===== src/rtl/mult_pkg.sv =====
`default_nettype none
// ============================================================================
// Module      : mult_pkg
// Description : Shared definitions for the sequential radix-4 Booth
//               multiplier: default operand width, iteration count, FSM
//               state encoding and Booth partial-product select codes.
// Revision    : 1.0 - initial release
// ============================================================================
package mult_pkg;

  localparam int MULT_WIDTH = 32;
  localparam int MULT_ITERS = MULT_WIDTH / 2;

  typedef enum logic [1:0] {
    IDLE = 2'd0,
    RUN  = 2'd1,
    DONE = 2'd2
  } state_t;

  typedef enum logic [2:0] {
    ZERO = 3'd0,
    PM   = 3'd1,
    P2M  = 3'd2,
    NM   = 3'd3,
    N2M  = 3'd4
  } booth_sel_t;

  // Radix-4 Booth recoding of {b[i+1], b[i], b[i-1]}.
  function automatic booth_sel_t booth_recode(input logic [2:0] bits);
    booth_sel_t sel;
    case (bits)
      3'b001, 3'b010: sel = PM;
      3'b011:         sel = P2M;
      3'b100:         sel = N2M;
      3'b101, 3'b110: sel = NM;
      default:        sel = ZERO;
    endcase
    return sel;
  endfunction

endpackage : mult_pkg
`default_nettype wire


===== src/rtl/booth_r4_sel.sv =====
`default_nettype none
// ============================================================================
// Module      : booth_r4_sel
// Description : Combinational radix-4 Booth partial-product selector.
//               Recodes three multiplier bits and returns 0, +M, +2M, -M or
//               -2M at WIDTH+2 bits so that M = -2^(WIDTH-1) stays exact.
// Ports       : i_bits  [2:0]       recoded bits {lo[1], lo[0], guard}
//               i_mcand [WIDTH+1:0] sign-extended multiplicand
//               o_pp    [WIDTH+1:0] selected partial product
// Revision    : 1.0 - initial release
// ============================================================================
module booth_r4_sel
  import mult_pkg::*;
#(
  parameter int WIDTH = MULT_WIDTH
) (
  input  logic [2:0]       i_bits,
  input  logic [WIDTH+1:0] i_mcand,
  output logic [WIDTH+1:0] o_pp
);

  booth_sel_t w_sel;

  assign w_sel = booth_recode(i_bits);

  always_comb begin
    o_pp = '0;
    case (w_sel)
      PM:      o_pp = i_mcand;
      P2M:     o_pp = i_mcand << 1;
      NM:      o_pp = -i_mcand;
      N2M:     o_pp = -(i_mcand << 1);
      default: o_pp = '0;
    endcase
  end

endmodule : booth_r4_sel
`default_nettype wire


===== src/rtl/mult_booth_seq.sv =====
`default_nettype none
// ============================================================================
// Module      : mult_booth_seq
// Description : Multi-cycle signed WIDTH x WIDTH multiplier, radix-4 Booth,
//               one step per clock, fixed WIDTH/2-cycle latency. Start/ready
//               timing matches the companion iterative divider.
// Ports       : clk        rising-edge clock
//               reset      asynchronous active-high reset
//               ctrl_MULT  start pulse, operands sampled on the same edge
//               mcand      multiplicand (two's complement)
//               mplier     multiplier (two's complement)
//               prod       low WIDTH bits of the product (held)
//               prod_hi    high WIDTH bits of the product (MULT_HI_WORD_EN)
//               exceptRes  product does not fit in WIDTH signed bits (held)
//               resultRDY  one-cycle completion pulse
//               busy       high while iterating
// Options     : `define MULT_HI_WORD_EN to add the prod_hi output.
// Revision    : 1.0 - initial release
// ============================================================================
module mult_booth_seq
  import mult_pkg::*;
#(
  parameter int WIDTH = MULT_WIDTH
) (
  input  logic             clk,
  input  logic             reset,
  input  logic             ctrl_MULT,
  input  logic [WIDTH-1:0] mcand,
  input  logic [WIDTH-1:0] mplier,
  output logic [WIDTH-1:0] prod,
`ifdef MULT_HI_WORD_EN
  output logic [WIDTH-1:0] prod_hi,
`endif
  output logic             exceptRes,
  output logic             resultRDY,
  output logic             busy
);

  localparam int ITERS = WIDTH / 2;
  localparam int CNT_W = (ITERS > 1) ? $clog2(ITERS) : 1;
  localparam logic [CNT_W-1:0] c_LAST = CNT_W'(ITERS - 1);

  state_t             r_state;
  logic [CNT_W-1:0]   r_cnt;
  logic [WIDTH-1:0]   r_hi;
  logic [WIDTH-1:0]   r_lo;
  logic               r_guard;
  logic [WIDTH+1:0]   r_mcand;

  logic [WIDTH+1:0]   w_pp;
  logic [WIDTH+1:0]   w_sum;
  logic [WIDTH-1:0]   w_hi_nxt;
  logic [WIDTH-1:0]   w_lo_nxt;
  logic [WIDTH:0]     w_top;
  logic               w_ovf;

  booth_r4_sel #(
    .WIDTH (WIDTH)
  ) u_sel (
    .i_bits  ({r_lo[1:0], r_guard}),
    .i_mcand (r_mcand),
    .o_pp    (w_pp)
  );

  // hi is sign-extended into the WIDTH+2 adder. The accumulated value divided
  // by 4 always fits back into WIDTH bits, so keeping only sum[WIDTH+1:2] as
  // the next hi is the exact arithmetic shift.
  assign w_sum    = {{2{r_hi[WIDTH-1]}}, r_hi} + w_pp;
  assign w_hi_nxt = w_sum[WIDTH+1:2];
  assign w_lo_nxt = {w_sum[1:0], r_lo[WIDTH-1:2]};

  // Product fits in WIDTH signed bits only if the top WIDTH+1 bits agree.
  assign w_top = {w_hi_nxt, w_lo_nxt[WIDTH-1]};
  assign w_ovf = !((&w_top) || !(|w_top));

  always_ff @(posedge clk or posedge reset) begin
    if (reset) begin
      r_state   <= IDLE;
      r_cnt     <= '0;
      r_hi      <= '0;
      r_lo      <= '0;
      r_guard   <= 1'b0;
      r_mcand   <= '0;
      prod      <= '0;
`ifdef MULT_HI_WORD_EN
      prod_hi   <= '0;
`endif
      exceptRes <= 1'b0;
      resultRDY <= 1'b0;
      busy      <= 1'b0;
    end else begin
      resultRDY <= 1'b0;
      if (ctrl_MULT) begin
        // Start from any state: a start in RUN silently abandons the current
        // operation; a start in DONE overlaps the completion pulse.
        r_state <= RUN;
        r_cnt   <= '0;
        r_hi    <= '0;
        r_lo    <= mplier;
        r_guard <= 1'b0;
        r_mcand <= {{2{mcand[WIDTH-1]}}, mcand};
        busy    <= 1'b1;
      end else begin
        case (r_state)
          IDLE: begin
            r_state <= IDLE;
          end
          RUN: begin
            r_hi    <= w_hi_nxt;
            r_lo    <= w_lo_nxt;
            r_guard <= r_lo[1];
            if (r_cnt == c_LAST) begin
              r_state   <= DONE;
              resultRDY <= 1'b1;
              busy      <= 1'b0;
              prod      <= w_lo_nxt;
`ifdef MULT_HI_WORD_EN
              prod_hi   <= w_hi_nxt;
`endif
              exceptRes <= w_ovf;
            end else begin
              r_cnt <= r_cnt + CNT_W'(1);
            end
          end
          DONE: begin
            r_state <= IDLE;
          end
          default: begin
            r_state <= IDLE;
            busy    <= 1'b0;
          end
        endcase
      end
    end
  end

endmodule : mult_booth_seq
`default_nettype wire


===== config.mk =====
export PLATFORM = sky130hd
export DESIGN_NAME = mult_booth_seq
export DESIGN_NICKNAME = d
export VERILOG_FILES = /design/src/rtl/mult_pkg.sv /design/src/rtl/booth_r4_sel.sv /design/src/rtl/mult_booth_seq.sv
export SDC_FILE = /design/constraint.sdc
export NUM_CORES = 1
export LEC_CHECK = 0
export CORE_MARGIN = 5
export CORE_UTILIZATION = 30
export DETAILED_ROUTE_END_ITERATION = 8
export HOLD_SLACK_MARGIN = 0.12
export PLACE_DENSITY = 0.45
export SLEW_MARGIN = 40
export SYNTH_ARGS = -nofsm -noshare
export SYNTH_HDL_FRONTEND = slang
export SYNTH_SLANG_ARGS = --single-unit

===== constraint.sdc =====
create_clock -name clk -period 6.86 [get_ports clk]
set_input_delay 0.686 -clock clk [delete_from_list [all_inputs] [get_ports clk]]
set_output_delay 0.686 -clock clk [all_outputs]
set_load 0.005 [all_outputs]

### After elaboration in Yosys (flattened, before gate mapping)

Index checks and enable logic that the tools add are counted.
W data, S select, Z words.

* bitwise gates (word level): 1
* eq/ne operators: 16
* reductions and logical operators: 13
* add/sub/neg operators: 4
* mux-type cells: 20

Operators by type and width (number)
* $pmux W34 S4: 1
* $mux W32: 4
* $neg A34 Y34: 2
* $add A34 B34 Y34: 1
* $reduce_and A33 Y1: 1
* $reduce_or A33 Y1: 1
* $eq A3 B2 Y1 const B: 4
* $eq A3 B3 Y1 const B: 4
* $mux W4: 3
* $pmux W3 S4: 1
* $mux W1: 7
* $eq A3 B1 Y1 const B: 2
* $mux W2: 3
* $reduce_or A2 Y1: 3
* $add A4 B1 Y4 const B: 1
* $eq A4 B4 Y1 const B: 1
* $reduce_and A2 Y1: 2
* $ne A3 B3 Y1 const B: 1
* $reduce_and A3 Y1: 1
* $eq A2 B1 Y1 const B: 1
* $eq A2 B2 Y1 const B: 1
* $logic_not A1 Y1: 2
* $logic_not A2 Y1: 1
* $ne A2 B1 Y1 const B: 1
* other kinds (5): 5

* output and inout bits: 35
* flip-flop bits (word level): 138

### Depth between registers and ports, before layout

Gate-level depths: netlist of the first run.

* depth after elaboration: 10
* gate-level depth with buffers: 24
* depth with buffers taken out: 23

### Cells and area by module

Synthesis of the first run repeated with hierarchy kept, for this count alone.

* cells, all modules: 1245
* area, all modules: 10313.6 µm²

By module, submodules not included
* mult_booth_seq: sequential area each 3453.3 µm², area each 8234.1 µm², times used 1, cells an instance 924
* booth_r4_sel: sequential area each 0.0 µm², area each 2079.5 µm², times used 1, cells an instance 321

### Worst setup path before layout of the first run

OpenSTA, ideal clock, no wires.

* kind: register to register
* from: register r_mcand[0]
* to: register exceptRes
* path slack: 1.678 ns
* library setup time: 0.128 ns
* stages on the path, launching flop included: 22
* arrival time: 5.053 ns
* required time: 6.732 ns
* cell sequence: dfrtp_1 -> inv_1 -> ha_1 -> or4b_1 -> or2_2 -> or3_1 -> or3_1 -> nand2_1 -> xnor2_1 -> a22oi_1 -> o21ai_0 -> ha_1 -> nand2_1 -> nor3_1 -> nand4_1 -> a2111oi_2 -> o2111a_1 -> nor4_1 -> or4b_1 -> a31oi_1 -> and4_1 -> nor3_1

* word-level cells in the longest chain between the ends: 7

RTL lines
* start: declaration: RTL line mult_booth_seq.sv:48 `logic [WIDTH+1:0] r_mcand;`
* start signal: assignment: RTL line mult_booth_seq.sv:101 `r_mcand <= {{2{mcand[WIDTH-1]}}, mcand};`
* $neg A34 Y34, on equally long branches: RTL line booth_r4_sel.sv:31, booth_r4_sel.sv:32
* $pmux W34 S4 *: RTL line booth_r4_sel.sv:28 `case (w_sel)`
* $add A34 B34 Y34 *: RTL line mult_booth_seq.sv:68 `assign w_sum = {{2{r_hi[WIDTH-1]}}, r_hi} + w_pp;`
* $reduce_or A33 Y1: RTL line mult_booth_seq.sv:74 `assign w_ovf = !((&w_top) || !(|w_top));`
* $logic_not A1 Y1: RTL line mult_booth_seq.sv:74
* $logic_or A1 B1 Y1 *: RTL line mult_booth_seq.sv:74
* $logic_not A1 Y1 *: RTL line mult_booth_seq.sv:74
* end signal: assignment: RTL line mult_booth_seq.sv:120 `exceptRes <= w_ovf;`
* end: declaration: RTL line mult_booth_seq.sv:34 `output logic exceptRes,`

Mark *: on every way between the ends. The rest lies on a longest branch, timed or not.
A chain may end at the register's enable or synchronous reset.

### Worst setup path after layout of the first run

Ends and elaborated chain as after synthesis.

==> results of run 1 <==
-- metal layers --
layer | up-vias | GRT usage
met5 | - | 0
met4 | 2 | 0.05521
met3 | 32 | 0.04817
met2 | 204 | 0.2567
met1 | 4142 | 0.2261
li1 | 4163 | -
-- registers in the layout (all words and copies together), names as in the netlist --
| signal | count |
|---|---|
| exceptRes | 1 |
| r_cnt | 4 |
| prod | 32 |
| r_guard | 1 |
| busy | 1 |
| r_mcand | 32 |
| r_state | 2 |
| r_hi | 32 |
| r_lo | 32 |
| resultRDY | 1 |
-- cells by family after synthesis --
group           Yosys count  share of synthesized area
simple gates            396                     0.1983
compound gates          297                     0.1943
flops                   138                     0.3602
mux                      97                     0.1094
buf+inv                  92                    0.03798
xor+xnor                 57                    0.05208
fa+ha+maj                36                    0.04777
-- worst max path at each step --
stage / startpoint / to / cells past startpoint
final: r_mcand[0] / exceptRes / 20
after global routing: r_mcand[0] / exceptRes / 20
after CTS: r_mcand[0] / exceptRes / 19
after detailed placement: r_mcand[0] / exceptRes / 20
after global placement: r_mcand[0] / exceptRes / 19
after floorplan: r_mcand[0] / exceptRes / 21
-- stage by stage --
stage / worst slack (ps) / instances / util
6_report: 556.6 / 1592 / 0.3661
5_1_grt: 51.97 / 1592 / 0.3661
4_1_cts: 611.0 / 1592 / 0.3658
3_5_place_dp: 655.8 / 1561 / 0.3478
3_3_place_gp: 878.9 / 1559 / 0.3467
2_1_floorplan: 1678 / 1113 / -
-- cells in the final DEF (no fill, tap or decap), drive strengths merged, types with 13 or more instances in the layout --
| master | synthesis | routed |
|---|---|---|
| ha | 35 | 35 |
| inv | 19 | 20 |
| nor2 | 59 | 59 |
| a22oi | 30 | 30 |
| clkbuf | 58 | 21 |
| a211oi | 13 | 13 |
| clkdlybuf4s50 | 0 | 100 |
| a21oi | 68 | 68 |
| xor2 | 24 | 24 |
| xnor2 | 33 | 33 |
| o21ai | 97 | 97 |
| buf | 14 | 18 |
| nand3 | 18 | 18 |
| nor3 | 35 | 35 |
| a31oi | 15 | 15 |
| nand4 | 15 | 15 |
| mux2i | 35 | 35 |
| mux2 | 62 | 62 |
| dfrtp | 138 | 138 |
| nand2 | 185 | 185 |
| or3 | 16 | 16 |
-- final cells by class --
class | instances | area, um2 | area share
clock buffers | 21 | 450.4 | 0.03899
well taps | 402 | 503.0 | 0.04354
multi-input cells | 883 | 5784 | 0.5008
clock inverters | 10 | 118.9 | 0.01029
inverters | 20 | 82.58 | 0.007149
flip-flops and latches | 138 | 3453 | 0.2990
repair buffers | 118 | 1159 | 0.1003
-- cell usage after synthesis (3+ instances only) --
master	instances
xnor2_1	33
nand2_1	183
a21oi_1	68
a31oi_1	15
clkbuf_1	58
or2_2	7
o211ai_1	7
buf_1	11
and3_1	6
and2_1	4
o21ai_0	97
mux2i_1	35
or4_1	5
dfrtp_1	138
inv_1	19
o21bai_1	4
nand2b_1	11
xor2_1	24
ha_1	35
nand3b_1	5
nand3_1	18
and4_1	4
or3_1	16
nor2_1	58
o21a_1	7
a221oi_1	6
a211o_1	4
o311ai_0	5
a2111oi_0	3
nand4_1	15
mux2_2	62
a22oi_1	30
o31ai_1	7
a21o_1	11
nor4_1	7
a211oi_1	13
nor3_1	33
-- power groups by stage --
| stage | combinational, uW | clock (uW) | sequential [uW] |
|---|---|---|---|
| floorplan | 1160 | 0 | 1020 |
| global placement | 1580 | 0 | 1060 |
| detailed placement | 1570 | 0 | 1060 |
| CTS | 1580 | 963 | 1050 |
| global route | 1770 | 990 | 1070 |
| finish | 1570 | 929 | 1050 |
-- worst max-delay path, cell delays in order (launching register included) --
cell and delay (ps):
dfrtp_1 390, inv_1 100, ha_1 240, or4b_1 500, or4_4 490, or2_1 290, or3_1 500, nor3_2 230
xnor2_1 90, a221oi_1 250, a31oi_1 80, ha_1 390, a21oi_1 180, o21ai_0 100, a21oi_1 470, o21ai_0 260
or4_1 490, a2111oi_0 450, nor4bb_1 390, and4_1 250, nor3_1 40
==> flow_summary.ini, run 1 <==
[setup_path]
reg2reg_slack_ps = 560
worstPathArrival_ps = 6630
crit_fanout = 8
reg2reg_depth = 20
end_kind = flop
worstPathRequired_ps = 7180
setup.worst_path.start_class = flop
reg2reg_to = exceptRes
criticalPathCategory = flop to flop
rr_startpoint = r_mcand[0]

[sta]
skew_ps = 14.09
relSlewSlack = 0.4396
hold_viol_final = 0
finalCritPeriodShare = 0.9189
drv_slew = 0
fin_crit_ps = 6303
setup_tns_ps = 0
max_freq_ghz = 0.1586
worst_slew_pin_slew_ps = 833.4
rsz0062_at_grt = false
whs_ps = 478.9
setup_violations = 0

[drt]
top_layer_used = met5
wirelength_um = 29570
vias_per_cell = 5.366
drc_errors = 0
ant_nets = 0
vias = 8543
firstDrtPassIters = 7
routed-wl-met3_um = 1737
m1WireLength_um = 13850
wl_per_cell_um = 18.57
drtIter0Drc = 556
met2_length_um = 13250

[yosys]
synth_fp_nets = 1216
yosysTopAreaCell = dfrtp_1
async_flop_share = 1.000
synth-main-ff-cell = dfrtp_1
synth.yosys.seq_area_share = 0.3602
synth_top_area_frac = 0.3602
avgSynthCellArea_um2 = 8.613
synth_area_um2 = 9587
synth_cell_types = 73
postSynthCellCount = 1113
yosys_warnings = 0
synth.area.top_cells = dfrtp_1 (36%), mux2_2 (7.3%), nand2_1 (7.2%)
ys_ff_latch = 138
synth_edf_count = 0

[clock_network]
h-tree-depth = 4
root_buffer = clkbuf_16
cts_made_buffers = 17
cts_tree = built
worst_skew_pair.late_latency_ps = 440
cts-resized-gates = 0
postCtsHoldBufs = 0
clkTransAtPathRegs_ps = 70
cts_sinks = 138
cts.path.max_buffers = 2
postCtsSetupBuffers = 0

[pwr]
cellLeakagePower_uw = 0.004977
clkPwrFrac = 0.262
swShare = 0.4078
totalPowerFinal_uw = 3549
p_per_area_nw_per_um2 = 307.2
p_comb_frac = 0.443
p_int_uw = 2102
p_seq_frac = 0.295
p_sw_uw = 1447
ir_worst_vdd_v = 0.0002014

[floorplan]
coreArea_um2 = 31560
die_y_um = 188.8
initial_core_util = 0.3038
design.die.area_um2 = 35630
die_width_um = 188.8
row_count = 65
io_pins = 102

[place]
finalWeightedCongestion = 0.8593
dpl.hpwl_um = 20780
post_dp_cell_area_um2 = 10970
io_buffers = 101

[global_routing]
overflow = 0
grt_start_max_net_pins = 86
antenna_found_initial = 1
grt_pass1_vias = 8528
track_usage = 0.1669
grt_pass1_wl_um = 47890

[worst_hold_path]
hold_path_class = flop to flop
hold_end = busy
hold_path_depth = 1
worstHoldStart = busy

[cells_and_area]
antenna_cells = 0
fin_area_um2 = 11550
final_net_count = 1281
drive_gt1_frac = 0.1118
syn2layout_area_growth_pct = 20.49
nFillCells = 3263

[flow_run]
maxCapViolCount = 0

[status]
status = complete, no violations
No activity file was read; power rests on OpenSTA's default activity.
==> inputs of run 2 (changes only) <==
==> constraint.sdc (replaced) <==
create_clock -name clk -period 7.15 [get_ports clk]
set_input_delay 0.715 -clock clk [delete_from_list [all_inputs] [get_ports clk]]
set_output_delay 0.715 -clock clk [all_outputs]
set_load 0.005 [all_outputs]
==> flow_summary.ini, run 2 (synthesis gave the netlist of run 1 again) <==
[flow_run]
maxCapViolCount = 0

[global_routing]
grt_pass1_vias = 8777
gr-usage-met1 = 0.2300
gr-usage-met3 = 0.04724
grt_pass1_wl_um = 48760
busiest_layer = met2
grtUsageMet2 = 0.2567
track_usage = 0.1690
overflow = 0
grt_start_max_net_pins = 81
antenna_found_initial = 0

[pwr]
p_per_area_nw_per_um2 = 297.9
cellLeakagePower_uw = 0.005004
p_seq_frac = 0.292
p_int_uw = 2037
clkPwrFrac = 0.267
p_sw_uw = 1412
p_comb_frac = 0.442
swShare = 0.4093
ir_worst_vdd_v = 0.0001944

[sta]
max_freq_ghz = 0.1607
setup_tns_ps = 0
rsz0062_at_grt = false
setup_ws_ps = 926.9
fin_crit_ps = 6223
finalCritPeriodShare = 0.8704
setup_violations = 0
skew_ps = 16.79
relSlewSlack = 0.4453
drv_slew = 0
worst_slew_pin_slew_ps = 825.1
hold_viol_final = 0

[setup_path]
worstPathArrival_ps = 6540
reg2reg_slack_ps = 930
reg2reg_to = exceptRes
end_kind = flop
path_cells = inv_1 -> ha_1 -> or4b_1 -> or4_4 -> or2_1 -> or3_1 -> nor3_2 -> xnor2_1 -> a221oi_1 -> a31oi_1 -> ha_1 -> a21oi_1 -> o21ai_0 -> a21oi_1 -> o21ai_0 -> or4_1 -> a2111oi_0 -> nor4bb_1 -> and4_1 -> nor3_1
setup.worst_path.start_class = flop
slowest_delay_ps = 500
crit_fanout = 8
rr_startpoint = r_mcand[0]
reg2reg_depth = 20
cp_num_cells = 20
crit_buf_inv = 1
endpoint = exceptRes
worstPathRequired_ps = 7470
cp_top_family = simple AND/OR/NAND/NOR gates
critPathLaunch = r_mcand[0]
criticalPathCategory = flop to flop
slowest_stage = or4b_1

[cells_and_area]
final_net_count = 1282
layout_commonest_cell = nand2_1
mostFrequentLayoutCells = nand2_1 (183), dfrtp_1 (138), clkdlybuf4s50_1 (100), o21ai_0 (97), a21oi_1 (68)
register_area_um2 = 3453
nFillCells = 3304
fin_area_um2 = 11580
multi_input_area_um2 = 5784
stdcell_count = 1594
syn2layout_area_growth_pct = 20.75
antenna_cells = 0
drive_gt1_frac = 0.1158

[drt]
wirelength_um = 29630
wl_per_cell_um = 18.59
firstDrtPassIters = 5
vias_per_cell = 5.358
vias = 8541
ant_nets = 0
drtIter0Drc = 587
drc_errors = 0

[floorplan]
die_width_um = 188.8
row_count = 65
io_pins = 102
coreArea_um2 = 31560
die_y_um = 188.8
design.die.area_um2 = 35630
initial_core_util = 0.3038

[clock_network]
cts_sinks = 138
cts_tree = built
cts.path.max_buffers = 2
h-tree-depth = 4
root_buffer = clkbuf_16
worst_skew_pair.late_latency_ps = 440
postCtsSetupBuffers = 0
cts-resized-gates = 0
postCtsHoldBufs = 0
cts_made_buffers = 17
clkTransAtPathRegs_ps = 70

[place]
post_dp_cell_area_um2 = 10960
io_buffers = 101
dpl.hpwl_um = 20630
finalWeightedCongestion = 0.8478
dp_slack_ps = 1030
place_inst = 1562

[worst_hold_path]
hold_path_class = flop to flop
worstHoldStart = busy
hold_path_depth = 1

[status]
status = complete, no violations
[run 2: metal layers]
layer | part of all wire | wire length [um]
met5 | 0 | 0
met1 | 0.48 | 14090
met3 | 0.058 | 1721
met2 | 0.44 | 13060
met4 | 0.026 | 760
[run 2: worst min path at each step]
| stage | endpoint |
|---|---|
| final | busy |
| after global routing | busy |
| after CTS | busy |
| after detailed placement | busy |
| after global placement | busy |
| after floorplan | busy |
[run 2: final cells by class]
cell class | instances | share of cell area
multi-input cells | 883 | 0.4997
flip-flops and latches | 138 | 0.2983
repair buffers | 119 | 0.09976
well taps | 402 | 0.04345
clock buffers | 22 | 0.04269
clock inverters | 10 | 0.008971
inverters | 20 | 0.007134
[run 2: power groups by stage]
stage | Combinational (uW) | Sequential [uW] | Clock (uW)
6_report | 1520 | 1010 | 919
5_1_grt | 1690 | 1030 | 983
4_1_cts | 1520 | 1010 | 949
3_5_place_dp | 1520 | 1020 | 0
3_3_place_gp | 1520 | 1020 | 0
2_1_floorplan | 1110 | 978 | 0
[run 2: through the flow]
| stage | hold slack [ps] | utilization | power (uW) |
|---|---|---|---|
| floorplan | 474.0 | - | 2092 |
| global placement | 465.9 | 0.3475 | 2541 |
| detailed placement | 469.2 | 0.3475 | 2537 |
| CTS | 485.0 | 0.3664 | 3480 |
| global route | 506.7 | 0.3669 | 3700 |
| finish | 479.7 | 0.3669 | 3449 |
==> inputs of run 3 (changes only) <==
--- a/config.mk
+++ b/config.mk
@@ -5,6 +5,7 @@
 export SDC_FILE = /design/constraint.sdc
 export NUM_CORES = 1
 export LEC_CHECK = 0
+export CAP_MARGIN = 15
 export CORE_MARGIN = 5
 export CORE_UTILIZATION = 30
 export DETAILED_ROUTE_END_ITERATION = 8
==> constraint.sdc (replaced) <==
create_clock -name clk -period 6.3 [get_ports clk]
set_input_delay 0.63 -clock clk [delete_from_list [all_inputs] [get_ports clk]]
set_output_delay 0.63 -clock clk [all_outputs]
set_load 0.005 [all_outputs]
==> flow_summary.ini, run 3 (synthesis gave the netlist of run 1 again) <==
[setup_path]
slowest_delay_ps = 570
cp_top_family = simple AND/OR/NAND/NOR gates
reg2reg_slack_ps = 420
rr_startpoint = r_mcand[0]
path_cells = inv_1 -> ha_1 -> or4b_1 -> or2_2 -> or3_1 -> or3_1 -> nand2_1 -> xnor2_1 -> a22oi_1 -> o21ai_0 -> ha_1 -> nand2_1 -> nor3_1 -> nand4_1 -> a2111oi_4 -> o2111a_1 -> nor4_1 -> or4b_1 -> a31oi_1 -> and4_1 -> nor3_1
end_kind = flop
slowest_stage = or4b_1
crit_fanout = 5
criticalPathCategory = flop to flop
reg2reg_depth = 21
crit_buf_inv = 1
setup.worst_path.start_class = flop
worstPathRequired_ps = 6620
worstPathArrival_ps = 6210
reg2reg_to = exceptRes

[pwr]
clkPwrFrac = 0.262
p_sw_uw = 1622
p_per_area_nw_per_um2 = 335.5
p_seq_frac = 0.292
p_int_uw = 2283
p_comb_frac = 0.446
swShare = 0.4153
cellLeakagePower_uw = 0.005018
ir_worst_vdd_v = 0.0002366

[clock_network]
clkTransAtPathRegs_ps = 70
cts-resized-gates = 0
cts_sinks = 138
cts_tree = built
postCtsHoldBufs = 0
cts.path.max_buffers = 2
h-tree-depth = 4
postCtsSetupBuffers = 0
cts_made_buffers = 17
root_buffer = clkbuf_16
worst_skew_pair.late_latency_ps = 440

[place]
io_buffers = 101
finalWeightedCongestion = 0.9022
dp_slack_ps = 495.7
dpl.hpwl_um = 21520

[drt]
vias = 8435
wl_per_cell_um = 18.53
firstDrtPassIters = 7
drtIter0Drc = 528
ant_nets = 0
vias_per_cell = 5.269
wirelength_um = 29670
drc_errors = 0

[sta]
skew_ps = 15.45
relSlewSlack = 0.4957
setup_tns_ps = 0
rsz0062_at_grt = false
fin_crit_ps = 5883
setup_ws_ps = 417.4
max_freq_ghz = 0.1700
drv_slew = 0
hold_viol_final = 0
setup_violations = 0
worst_slew_pin_slew_ps = 756.4
finalCritPeriodShare = 0.9337

[cells_and_area]
drive_gt1_frac = 0.1226
final_net_count = 1289
nFillCells = 3286
multi_input_area_um2 = 5808
antenna_cells = 0
mostFrequentLayoutCells = nand2_1 (183), dfrtp_1 (138), clkdlybuf4s50_1 (100), o21ai_0 (97), a21oi_1 (68)
register_area_um2 = 3453
layout_commonest_cell = nand2_1
syn2layout_area_growth_pct = 21.43
utilization = 0.3689

[global_routing]
grt_pass1_vias = 8550
grt_pass1_wl_um = 48430
grt_start_max_net_pins = 98
antenna_found_initial = 1
track_usage = 0.1688
overflow = 0

[floorplan]
die_y_um = 188.8
row_count = 65
design.die.area_um2 = 35630
die_width_um = 188.8
io_pins = 102
coreArea_um2 = 31560
initial_core_util = 0.3038

[flow_run]
maxCapViolCount = 0

[status]
status = complete, no violations

[worst_hold_path]
hold_path_class = flop to flop
hold_path_depth = 1
hold_end = busy
worstHoldStart = busy
run 3: per-stage QoR:
stage | cell area (um2) | instances | hold WS, ps | total power [uW]
finish | 11640 | 1601 | 481.2 | 3905
global route | 11640 | 1601 | 508.8 | 4203
CTS | 11620 | 1601 | 493.3 | 3941
detailed placement | 11030 | 1569 | 478.0 | 2889
global placement | 11000 | 1567 | 473.6 | 2896
floorplan | 9587 | 1113 | 474.0 | 2375
run 3: power groups by stage:
stage               Clock, uW  Sequential, uW  Combinational [uW]
finish                   1020            1140                1740
global route             1100            1160                1940
CTS                      1060            1140                1740
detailed placement          0            1160                1730
global placement            0            1160                1740
floorplan                   0            1110                1260
run 3: worst register-to-register path, cell delays in order, from the launching register on:
cell       delay [ps]
dfrtp_1           390
inv_1              90
ha_1              240
or4b_1            500
or2_2             330
or3_1             370
or3_1             360
nand2_1           100
xnor2_1            80
a22oi_1           190
o21ai_0           140
ha_1              400
nand2_1           120
nor3_1            300
nand4_1           370
a2111oi_4         530
o2111a_1          240
nor4_1             60
or4b_1            570
a31oi_1           150
and4_1            190
nor3_1             40
run 3: cell type report:
type                       count  area share
sequential                   138      0.2966
multi-input combinational    883      0.4989
tap                          402     0.04321
inverter                      20    0.007094
clock inverter                13     0.01118
clock buffer                  19     0.03891
timing repair buffer         126      0.1040
run 3: routing by layer:
metal  track usage  vias up  part of all wire
li1              -     4186                 -
met1        0.2298     4020              0.47
met2        0.2647      201              0.45
met3       0.04780       26             0.061
met4       0.04428        2             0.014
met5             0        -           0.00047
run 3: worst max-delay path by stage:
stage          depth (start not counted)  slack, ps        from   endpoint
3_3_place_gp                          21        630  r_mcand[0]  exceptRes
3_5_place_dp                          21        500  r_mcand[0]  exceptRes
6_report                              21        420  r_mcand[0]  exceptRes
4_1_cts                               20        490  r_mcand[0]  exceptRes
2_1_floorplan                         21       1120  r_mcand[0]  exceptRes
5_1_grt                               21         30  r_mcand[1]  exceptRes
